==> src/rtl/game_result_tracker_pkg.sv <==
// rtl/game_result_tracker_pkg.sv - verdict codes, state encodings and LED patterns for game_result_tracker
package game_pkg;

    localparam logic [2:0] RES_NONE  = 3'b000;
    localparam logic [2:0] RES_WRONG = 3'b001;
    localparam logic [2:0] RES_OK    = 3'b010;

    typedef enum logic [2:0] {
        PLAY,
        SHOW_OK,
        SHOW_ERR,
        LOSE,
        WIN
    } state_e;

    localparam logic [2:0] LED_OFF = 3'b000;
    localparam logic [2:0] LED_OK  = 3'b010;
    localparam logic [2:0] LED_ERR = 3'b001;
    localparam logic [2:0] LED_ALL = 3'b111;

    // Increment a 4-bit counter, holding at 15.
    function automatic logic [3:0] sat_inc4(input logic [3:0] v);
        return (v == 4'hF) ? v : v + 4'd1;
    endfunction

endpackage

==> src/rtl/game_result_tracker_if.sv <==
// rtl/game_result_tracker_if.sv - input events and score/LED outputs of game_result_tracker
interface game_result_tracker_if;

    logic       submit;
    logic       level_adv;
    logic [2:0] result;
    logic [3:0] score;
    logic [1:0] strikes;
    logic [3:0] level;
    logic [2:0] led;
    logic       game_over;
    logic       win;
    logic [3:0] best_streak;

    modport master (
        output submit, level_adv, result,
        input  score, strikes, level, led, game_over, win, best_streak
    );

    modport slave (
        input  submit, level_adv, result,
        output score, strikes, level, led, game_over, win, best_streak
    );

endinterface

==> src/rtl/game_result_tracker_blink_timer.sv <==
// rtl/game_result_tracker_blink_timer.sv - phase timer with expiry pulse and toggling phase bit
module blink_timer #(
    parameter int BLINK_CYCLES = 50000000
) (
    input  logic clk,
    input  logic rst_n,
    input  logic clear,
    output logic expire,
    output logic phase
);

    localparam int TW = (BLINK_CYCLES > 1) ? $clog2(BLINK_CYCLES) : 1;
    localparam logic [TW-1:0] LAST = TW'(BLINK_CYCLES - 1);

    logic [TW-1:0] cnt_q, cnt_d;
    logic          phase_q, phase_d;

    // Raw expiry; the owner decides whether a same-cycle restart overrides it.
    assign expire = (cnt_q == LAST);
    assign phase  = phase_q;

    // Next count wraps at the last cycle of a phase; phase flips on each wrap.
    always_comb begin
        cnt_d   = cnt_q;
        phase_d = phase_q;
        if (clear) begin
            cnt_d   = '0;
            phase_d = 1'b0;
        end else begin
            cnt_d   = expire ? '0 : cnt_q + 1'b1;
            phase_d = phase_q ^ expire;
        end
    end

    // Counter and phase registers.
    always_ff @(posedge clk or negedge rst_n) begin
        if (!rst_n) begin
            cnt_q   <= '0;
            phase_q <= 1'b0;
        end else begin
            cnt_q   <= cnt_d;
            phase_q <= phase_d;
        end
    end

endmodule

==> src/rtl/game_result_tracker.sv <==
// rtl/game_result_tracker.sv - score/strike/level tracker with LED feedback; GAME_STREAK_EN adds best-streak tracking
module game_result_tracker
    import game_pkg::*;
#(
    parameter int MAX_STRIKES  = 3,
    parameter int WIN_SCORE    = 10,
    parameter int NUM_LEVELS   = 10,
    parameter int BLINK_CYCLES = 50000000
) (
    input  logic                  clk,
    input  logic                  reset,
    game_result_tracker_if.slave  bus
);

    localparam logic [1:0] MAX_S    = 2'(MAX_STRIKES);
    localparam logic [3:0] WIN_S    = 4'(WIN_SCORE);
    localparam logic [3:0] LAST_LVL = 4'(NUM_LEVELS - 1);

    state_e     state_q, state_d;
    logic [3:0] score_q, score_d;
    logic [1:0] strikes_q, strikes_d;
    logic [3:0] level_q, level_d;
    logic [2:0] led_q, led_d;
    logic       game_over_q, game_over_d;
    logic       win_q, win_d;
    logic       scored_q, scored_d;
    logic       sub_q, sub_d;
    logic       rise_q, rise_d;

    logic       in_term;
    logic       timer_restart;
    logic       timer_clear;
    logic       tmr_expire;
    logic       tmr_phase;
    logic       phase_nx;

    assign in_term = (state_q == LOSE) || (state_q == WIN);

    // Any counted verdict or level change restarts the feedback timer.
    assign timer_restart = ~in_term &
                           ((rise_q & ((bus.result == RES_OK) || (bus.result == RES_WRONG))) |
                            bus.level_adv);
    assign timer_clear   = timer_restart | (state_q == PLAY);

    blink_timer #(
        .BLINK_CYCLES (BLINK_CYCLES)
    ) u_blink_timer (
        .clk    (clk),
        .rst_n  (reset),
        .clear  (timer_clear),
        .expire (tmr_expire),
        .phase  (tmr_phase)
    );

    // Verdict handling first, then level advance, then feedback timeout; LED follows the next state.
    always_comb begin
        sub_d       = bus.submit;
        rise_d      = bus.submit & ~sub_q;
        state_d     = state_q;
        score_d     = score_q;
        strikes_d   = strikes_q;
        level_d     = level_q;
        scored_d    = scored_q;
        led_d       = led_q;
        phase_nx    = timer_restart ? 1'b0 : (tmr_phase ^ tmr_expire);

        if (!in_term) begin
            if (rise_q) begin
                case (bus.result)
                    RES_OK: begin
                        state_d = SHOW_OK;
                        if (!scored_q) begin
                            score_d  = sat_inc4(score_q);
                            scored_d = 1'b1;
                            if (score_d == WIN_S) begin
                                state_d = WIN;
                            end
                        end
                    end
                    RES_WRONG: begin
                        strikes_d = (strikes_q == MAX_S) ? strikes_q : strikes_q + 2'd1;
                        state_d   = (strikes_d == MAX_S) ? LOSE : SHOW_ERR;
                    end
                    RES_NONE: begin
                    end
                    default: begin
                    end
                endcase
            end

            if (bus.level_adv) begin
                level_d  = (level_q == LAST_LVL) ? 4'd0 : level_q + 4'd1;
                scored_d = 1'b0;
                if (state_d != LOSE && state_d != WIN) begin
                    state_d = PLAY;
                end
            end

            if (!timer_restart && tmr_expire &&
                (state_q == SHOW_OK || state_q == SHOW_ERR)) begin
                state_d = PLAY;
            end
        end

        case (state_d)
            PLAY:     led_d = LED_OFF;
            SHOW_OK:  led_d = LED_OK;
            SHOW_ERR: led_d = LED_ERR;
            LOSE:     led_d = phase_nx ? LED_OFF : LED_ERR;
            WIN:      led_d = phase_nx ? LED_OFF : LED_ALL;
            default:  led_d = LED_OFF;
        endcase

        game_over_d = (state_d == LOSE);
        win_d       = (state_d == WIN);
    end

    // Game state and registered outputs.
    always_ff @(posedge clk or negedge reset) begin
        if (!reset) begin
            state_q     <= PLAY;
            score_q     <= 4'd0;
            strikes_q   <= 2'd0;
            level_q     <= 4'd0;
            led_q       <= LED_OFF;
            game_over_q <= 1'b0;
            win_q       <= 1'b0;
            scored_q    <= 1'b0;
            sub_q       <= 1'b0;
            rise_q      <= 1'b0;
        end else begin
            state_q     <= state_d;
            score_q     <= score_d;
            strikes_q   <= strikes_d;
            level_q     <= level_d;
            led_q       <= led_d;
            game_over_q <= game_over_d;
            win_q       <= win_d;
            scored_q    <= scored_d;
            sub_q       <= sub_d;
            rise_q      <= rise_d;
        end
    end

    assign bus.score     = score_q;
    assign bus.strikes   = strikes_q;
    assign bus.level     = level_q;
    assign bus.led       = led_q;
    assign bus.game_over = game_over_q;
    assign bus.win       = win_q;

`ifdef GAME_STREAK_EN
    logic [3:0] run_q, run_d;
    logic [3:0] best_q, best_d;
    logic       streak_hit;
    logic       streak_miss;

    assign streak_hit  = ~in_term & rise_q & (bus.result == RES_OK) & ~scored_q;
    assign streak_miss = ~in_term & rise_q & (bus.result == RES_WRONG);

    // Current run of counted correct verdicts and the longest run seen.
    always_comb begin
        run_d = run_q;
        if (streak_miss) begin
            run_d = 4'd0;
        end else if (streak_hit) begin
            run_d = sat_inc4(run_q);
        end
        best_d = (run_d > best_q) ? run_d : best_q;
    end

    // Streak registers.
    always_ff @(posedge clk or negedge reset) begin
        if (!reset) begin
            run_q  <= 4'd0;
            best_q <= 4'd0;
        end else begin
            run_q  <= run_d;
            best_q <= best_d;
        end
    end

    assign bus.best_streak = best_q;
`else
    assign bus.best_streak = 4'd0;
`endif

endmodule

==> src/flat_wrapper.sv <==
// flat-port wrapper written by rule: the top's interface ports become plain ports
module game_result_tracker_flat import game_pkg::*;
#(
    parameter int MAX_STRIKES  = 3,
    parameter int WIN_SCORE    = 10,
    parameter int NUM_LEVELS   = 10,
    parameter int BLINK_CYCLES = 50000000
)
  (clk, reset, bus_submit, bus_level_adv, bus_result, bus_score, bus_strikes, bus_level, bus_led, bus_game_over, bus_win, bus_best_streak);
  game_result_tracker_if bus_i ();
  input  logic clk;
  input  logic reset;
  input wire logic [$bits(bus_i.submit)-1:0] bus_submit;
  input wire logic [$bits(bus_i.level_adv)-1:0] bus_level_adv;
  input wire logic [$bits(bus_i.result)-1:0] bus_result;
  output wire logic [$bits(bus_i.score)-1:0] bus_score;
  output wire logic [$bits(bus_i.strikes)-1:0] bus_strikes;
  output wire logic [$bits(bus_i.level)-1:0] bus_level;
  output wire logic [$bits(bus_i.led)-1:0] bus_led;
  output wire logic [$bits(bus_i.game_over)-1:0] bus_game_over;
  output wire logic [$bits(bus_i.win)-1:0] bus_win;
  output wire logic [$bits(bus_i.best_streak)-1:0] bus_best_streak;
  assign bus_i.submit = bus_submit;
  assign bus_i.level_adv = bus_level_adv;
  assign bus_i.result = bus_result;
  assign bus_score = bus_i.score;
  assign bus_strikes = bus_i.strikes;
  assign bus_level = bus_i.level;
  assign bus_led = bus_i.led;
  assign bus_game_over = bus_i.game_over;
  assign bus_win = bus_i.win;
  assign bus_best_streak = bus_i.best_streak;
  game_result_tracker #(.MAX_STRIKES(MAX_STRIKES), .WIN_SCORE(WIN_SCORE), .NUM_LEVELS(NUM_LEVELS), .BLINK_CYCLES(BLINK_CYCLES)) u_core (.clk(clk), .reset(reset), .bus(bus_i));
endmodule
==> config.mk <==
export PLATFORM = sky130hd
export DESIGN_NAME = game_result_tracker_flat
export DESIGN_NICKNAME = d
export VERILOG_FILES = /design/src/rtl/game_result_tracker_pkg.sv /design/src/rtl/game_result_tracker_if.sv /design/src/rtl/game_result_tracker_blink_timer.sv /design/src/rtl/game_result_tracker.sv /design/src/flat_wrapper.sv
export SDC_FILE = /design/constraint.sdc
export NUM_CORES = 1
export LEC_CHECK = 0
export CORE_ASPECT_RATIO = 0.5
export CORE_MARGIN = 4
export CORE_UTILIZATION = 50
export DETAILED_ROUTE_END_ITERATION = 8
export PLACE_DENSITY_LB_ADDON = 0.3
export SLEW_MARGIN = 20
export SYNTH_ARGS = -nofsm -noshare
export SYNTH_HDL_FRONTEND = slang
export SYNTH_SLANG_ARGS = --single-unit
==> constraint.sdc <==
create_clock -name clk -period 4.8 [get_ports clk]
set_input_delay 0.96 -clock clk [delete_from_list [all_inputs] [get_ports clk]]
set_output_delay 0.96 -clock clk [all_outputs]
set_load 0.02 [all_outputs]
==> parameters.txt <==
Parameter                              Value

Pwr
  Max IR drop VDD    0.121 mV
  Total power density per cell area    242 mW/mm²
  Lkg Pwr    0.00129 µW

Yosys
  Instance count of the mapped netlist    268
  Main area contributors after synthesis    sky130_fd_sc_hd__dfrtp_1 48%, sky130_fd_sc_hd__nor2_1 6.7%, sky130_fd_sc_hd__xor2_1 6.6%
  Post-synth EDFFs    0
  Main synth FF type    sky130_fd_sc_hd__dfrtp_1
  Register bit total from synthesis    48
  Yosys warns    0
  Area leader, netlist    sky130_fd_sc_hd__dfrtp_1
  Share of flip-flops with an asynchronous set or reset    100%
  Average cell area after synthesis    9.44 µm²
  Netlist area before placement    0.00253 mm²
  Post-synthesis sequential area ratio    47.5%
  Number of unique standard cell types used by synthesis    47
  Area share of the leading cell type in the synthesized netlist    47.5%

STA
  Worst-Margin Slew    0.609 ns
  Unrepaired setup endpoints after global routing    no
  Setup violation total in the final timing report    0
  Highest attainable clock frequency    349 MHz
  Post-layout min period    2.87 ns
  Final-report hold violation count    0
  Total Neg Setup Slack    0 ns
  Slew margin rel.    59.4%
  Worst setup margin    1.93 ns
  Total count of max-transition violations in the final report    0
  Final cycle utilization of the critical path    59.7%
  Worst Skew    0.00500 ns

Global route
  Maximum number of pins on one net before global-route repair    49
  Wire length of the first global-routing pass    8420 µm
  Vias in the first global route    1865
  Remaining Overflow, GRT    0
  Antenna violations before repair    0
  GR Util All Layers    16.9%

Setup path
  Worst reg2reg setup slack    2.48 ns
  Worst path max stage delay    0.70 ns
  Type of origin of the critical path    input port
  Category of the most critical setup path    input port to register
  Source of the critical timing path    bus_result[1]
  Required time at the worst-slack endpoint    4.99 ns
  Cell-by-cell trace of the critical path    clkdlybuf4s50_1 > nand2b_4 > a311oi_2 > a32oi_1 > o31ai_2 > a31oi_2 > nand4_1 > o31ai_1
  Launch instance of the worst register-to-register path    u_core.bus.score[0]$_DFFE_PN0P_
  End of the worst register-to-register path    u_core.bus.led[0]$_DFF_PN0_
  Capture point of the critical path    u_core.bus.led[0]$_DFF_PN0_
  CP arrival    3.06 ns
  Crit path max-delay cell type    sky130_fd_sc_hd__clkdlybuf4s50_1
  Critical path capture point type    register
  Worst r2r path cells    8
  Maximum fanout encountered on the critical timing path    9

Layout
  Seq. cell area    0.00120 mm²
  Total inserted antenna cells    0
  Layout Area Growth over Synthesis    12.8%
  Final layout net count    296
  Fraction of final layout cells with drive strength greater than 1    8.33%
  FILL cells    401
  Total area of multi-input combinational cells    0.00124 mm²

CTS
  Clock insertion delay at the later pin of the skew report    0.31 ns
  Post-CTS setup repair buffer count    0
  CTS Root Buffer Type    sky130_fd_sc_hd__clkbuf_8
  CTS H-tree depth    2
  Number of clock sinks seen by CTS    48
  Max Root-Sink Buffers    2
  Cts bufs inserted    5
  CTS tree    yes
  CTS-repair resized insts    0
  Number of hold buffers added after CTS    0
  Clock slew at reported path FFs    0.09 ns

Placed design
  Worst setup timing slack at the placement stage    1.69 ns
  GPL Wtd Cong    0.929
  # port buffers    21
  Final HPWL from detailed placement    3360 µm

Die
  Die Height    58.3 µm
  Number of cell rows    17
  Initial Util    54.5%
  Die W    109 µm
  Number of ports placed on the die boundary    26
  Std-Cell Core Area    0.00464 mm²
  Die footprint    0.00633 mm²

Routing
  TritonRoute pass-1 iters    4
  Top routing layer used    met4
  Met3 Wirelength    291 µm
  DR WL met2    2170 µm
  Final wirelength    4810 µm
  Detail-routed via count per cell    5.41
  Detailed-route wire length on metal 1    2260 µm
  DRC Markers    0
  Via count    1915
  Remaining antenna violation count after routing    0
  WL per Instance    13.6 µm
  DRT iter0 DRCs    123

Run status
  Result of the run    completed

Min path
  Kind of path behind the tightest hold check    register to register

Flow run
  Max-capacitance violation count    0
-- power breakdown --
part	leakage, µW	switching [µW]	internal, µW
Sequential	0.000632	0.709	405
Combinational	0.000614	21.0	9.56
Clock	0.0000434	139	117
Total	0.00129	161	531
-- worst min-delay path by stage --
stage / endpoint / start / cells past startpoint / slack, ns
4_1_cts: u_core.rise_q$_DFF_PN0_ / u_core.sub_q$_DFF_PN0_ / 1 / 0.41
2_1_floorplan: u_core.rise_q$_DFF_PN0_ / u_core.sub_q$_DFF_PN0_ / 1 / 0.38
6_report: u_core.rise_q$_DFF_PN0_ / u_core.sub_q$_DFF_PN0_ / 1 / 0.40
5_1_grt: u_core.rise_q$_DFF_PN0_ / u_core.sub_q$_DFF_PN0_ / 1 / 0.44
3_5_place_dp: u_core.rise_q$_DFF_PN0_ / u_core.sub_q$_DFF_PN0_ / 1 / 0.39
3_3_place_gp: u_core.rise_q$_DFF_PN0_ / u_core.sub_q$_DFF_PN0_ / 1 / 0.39
-- registers in the layout (all words and copies together) (netlist names), 2 cells and up --
signal / flops
u_core.bus.led: 3
u_core.bus.level: 4
u_core.bus.score: 4
u_core.bus.strikes: 2
u_core.state_q: 3
u_core.u_blink_timer.cnt_q: 26
-- worst max-delay path, delay by kind of cell --
kind | cells | cell delay (ns)
compound gates | 5 | 1.15
buf+inv | 1 | 0.70
simple gates | 2 | 0.25
-- cell usage in the layout (no fill, tap or decap), drive strengths merged, types with 3 or more instances in the layout --
cell	netlist	layout
nand4	6	6
a21oi	11	11
nand2b	3	3
nor2b	9	9
xor2	19	19
clkdlybuf4s50	0	20
xnor2	10	10
inv	7	7
nand3	9	9
and4	3	3
o21ai	13	13
nor3b	4	4
a31oi	5	5
and3	10	10
nand2	23	23
clkbuf	1	6
a21o	3	3
conb	1	4
or2	3	3
nor3	5	5
nor2	45	45
dfrtp	48	48
-- area by class of cell --
cell class / count / area share (%)
Timing Repair Buffer: 21 / 7.28
Clock buffer: 6 / 2.89
Sequential cell: 48 / 42.1
Clock inverter: 2 / 0.526
Inverter: 7 / 0.921
Tap cell: 66 / 2.89
Multi-Input combinational cell: 204 / 43.4
-- through the flow --
step / util (%) / hold slack, ns / instances / total power [µW] / instance area, µm²
floorplan: - / 0.378 / 271 / 432 / 2540
global placement: 59.4 / 0.388 / 346 / 444 / 2750
detailed placement: 59.4 / 0.394 / 346 / 444 / 2750
CTS: 61.5 / 0.407 / 354 / 702 / 2850
global route: 61.5 / 0.437 / 354 / 722 / 2850
finish: 61.5 / 0.403 / 354 / 692 / 2850
-- cells by family after synthesis --
| kind of cell | Yosys count | share of synthesized area [%] |
|---|---|---|
| compound gates | 42 | 10.9 |
| xor+xnor | 29 | 10.0 |
| fa+ha+maj | 2 | 0.989 |
| buf+inv | 19 | 4.01 |
| flops | 48 | 47.5 |
| mux | 1 | 0.445 |
| other cells | 1 | 0.148 |
| simple gates | 126 | 25.9 |
-- cells in the mapped netlist (3+ instances only) --
cell                       n
sky130_fd_sc_hd__nor2b_1   9
sky130_fd_sc_hd__a31oi_1   3
sky130_fd_sc_hd__dfrtp_1  48
sky130_fd_sc_hd__or2_2     3
sky130_fd_sc_hd__xnor2_1  10
sky130_fd_sc_hd__inv_1     7
sky130_fd_sc_hd__buf_4     4
sky130_fd_sc_hd__nand4_1   6
sky130_fd_sc_hd__o21ai_0  11
sky130_fd_sc_hd__and3_1    8
sky130_fd_sc_hd__a21o_1    3
sky130_fd_sc_hd__buf_2     6
sky130_fd_sc_hd__nor2_1   45
sky130_fd_sc_hd__nor3_1    5
sky130_fd_sc_hd__nor3b_1   4
sky130_fd_sc_hd__xor2_1   19
sky130_fd_sc_hd__a21oi_1  11
sky130_fd_sc_hd__nand2_1  23
sky130_fd_sc_hd__nand3_1   8
-- layer usage --
metal	track usage [%]	vias to the layer above
li1	-	941
met1	21.6	908
met2	27.7	53
met3	4.56	13
met4	6.12	0
met5	0	-
No activity file was read; power rests on OpenSTA's default activity.
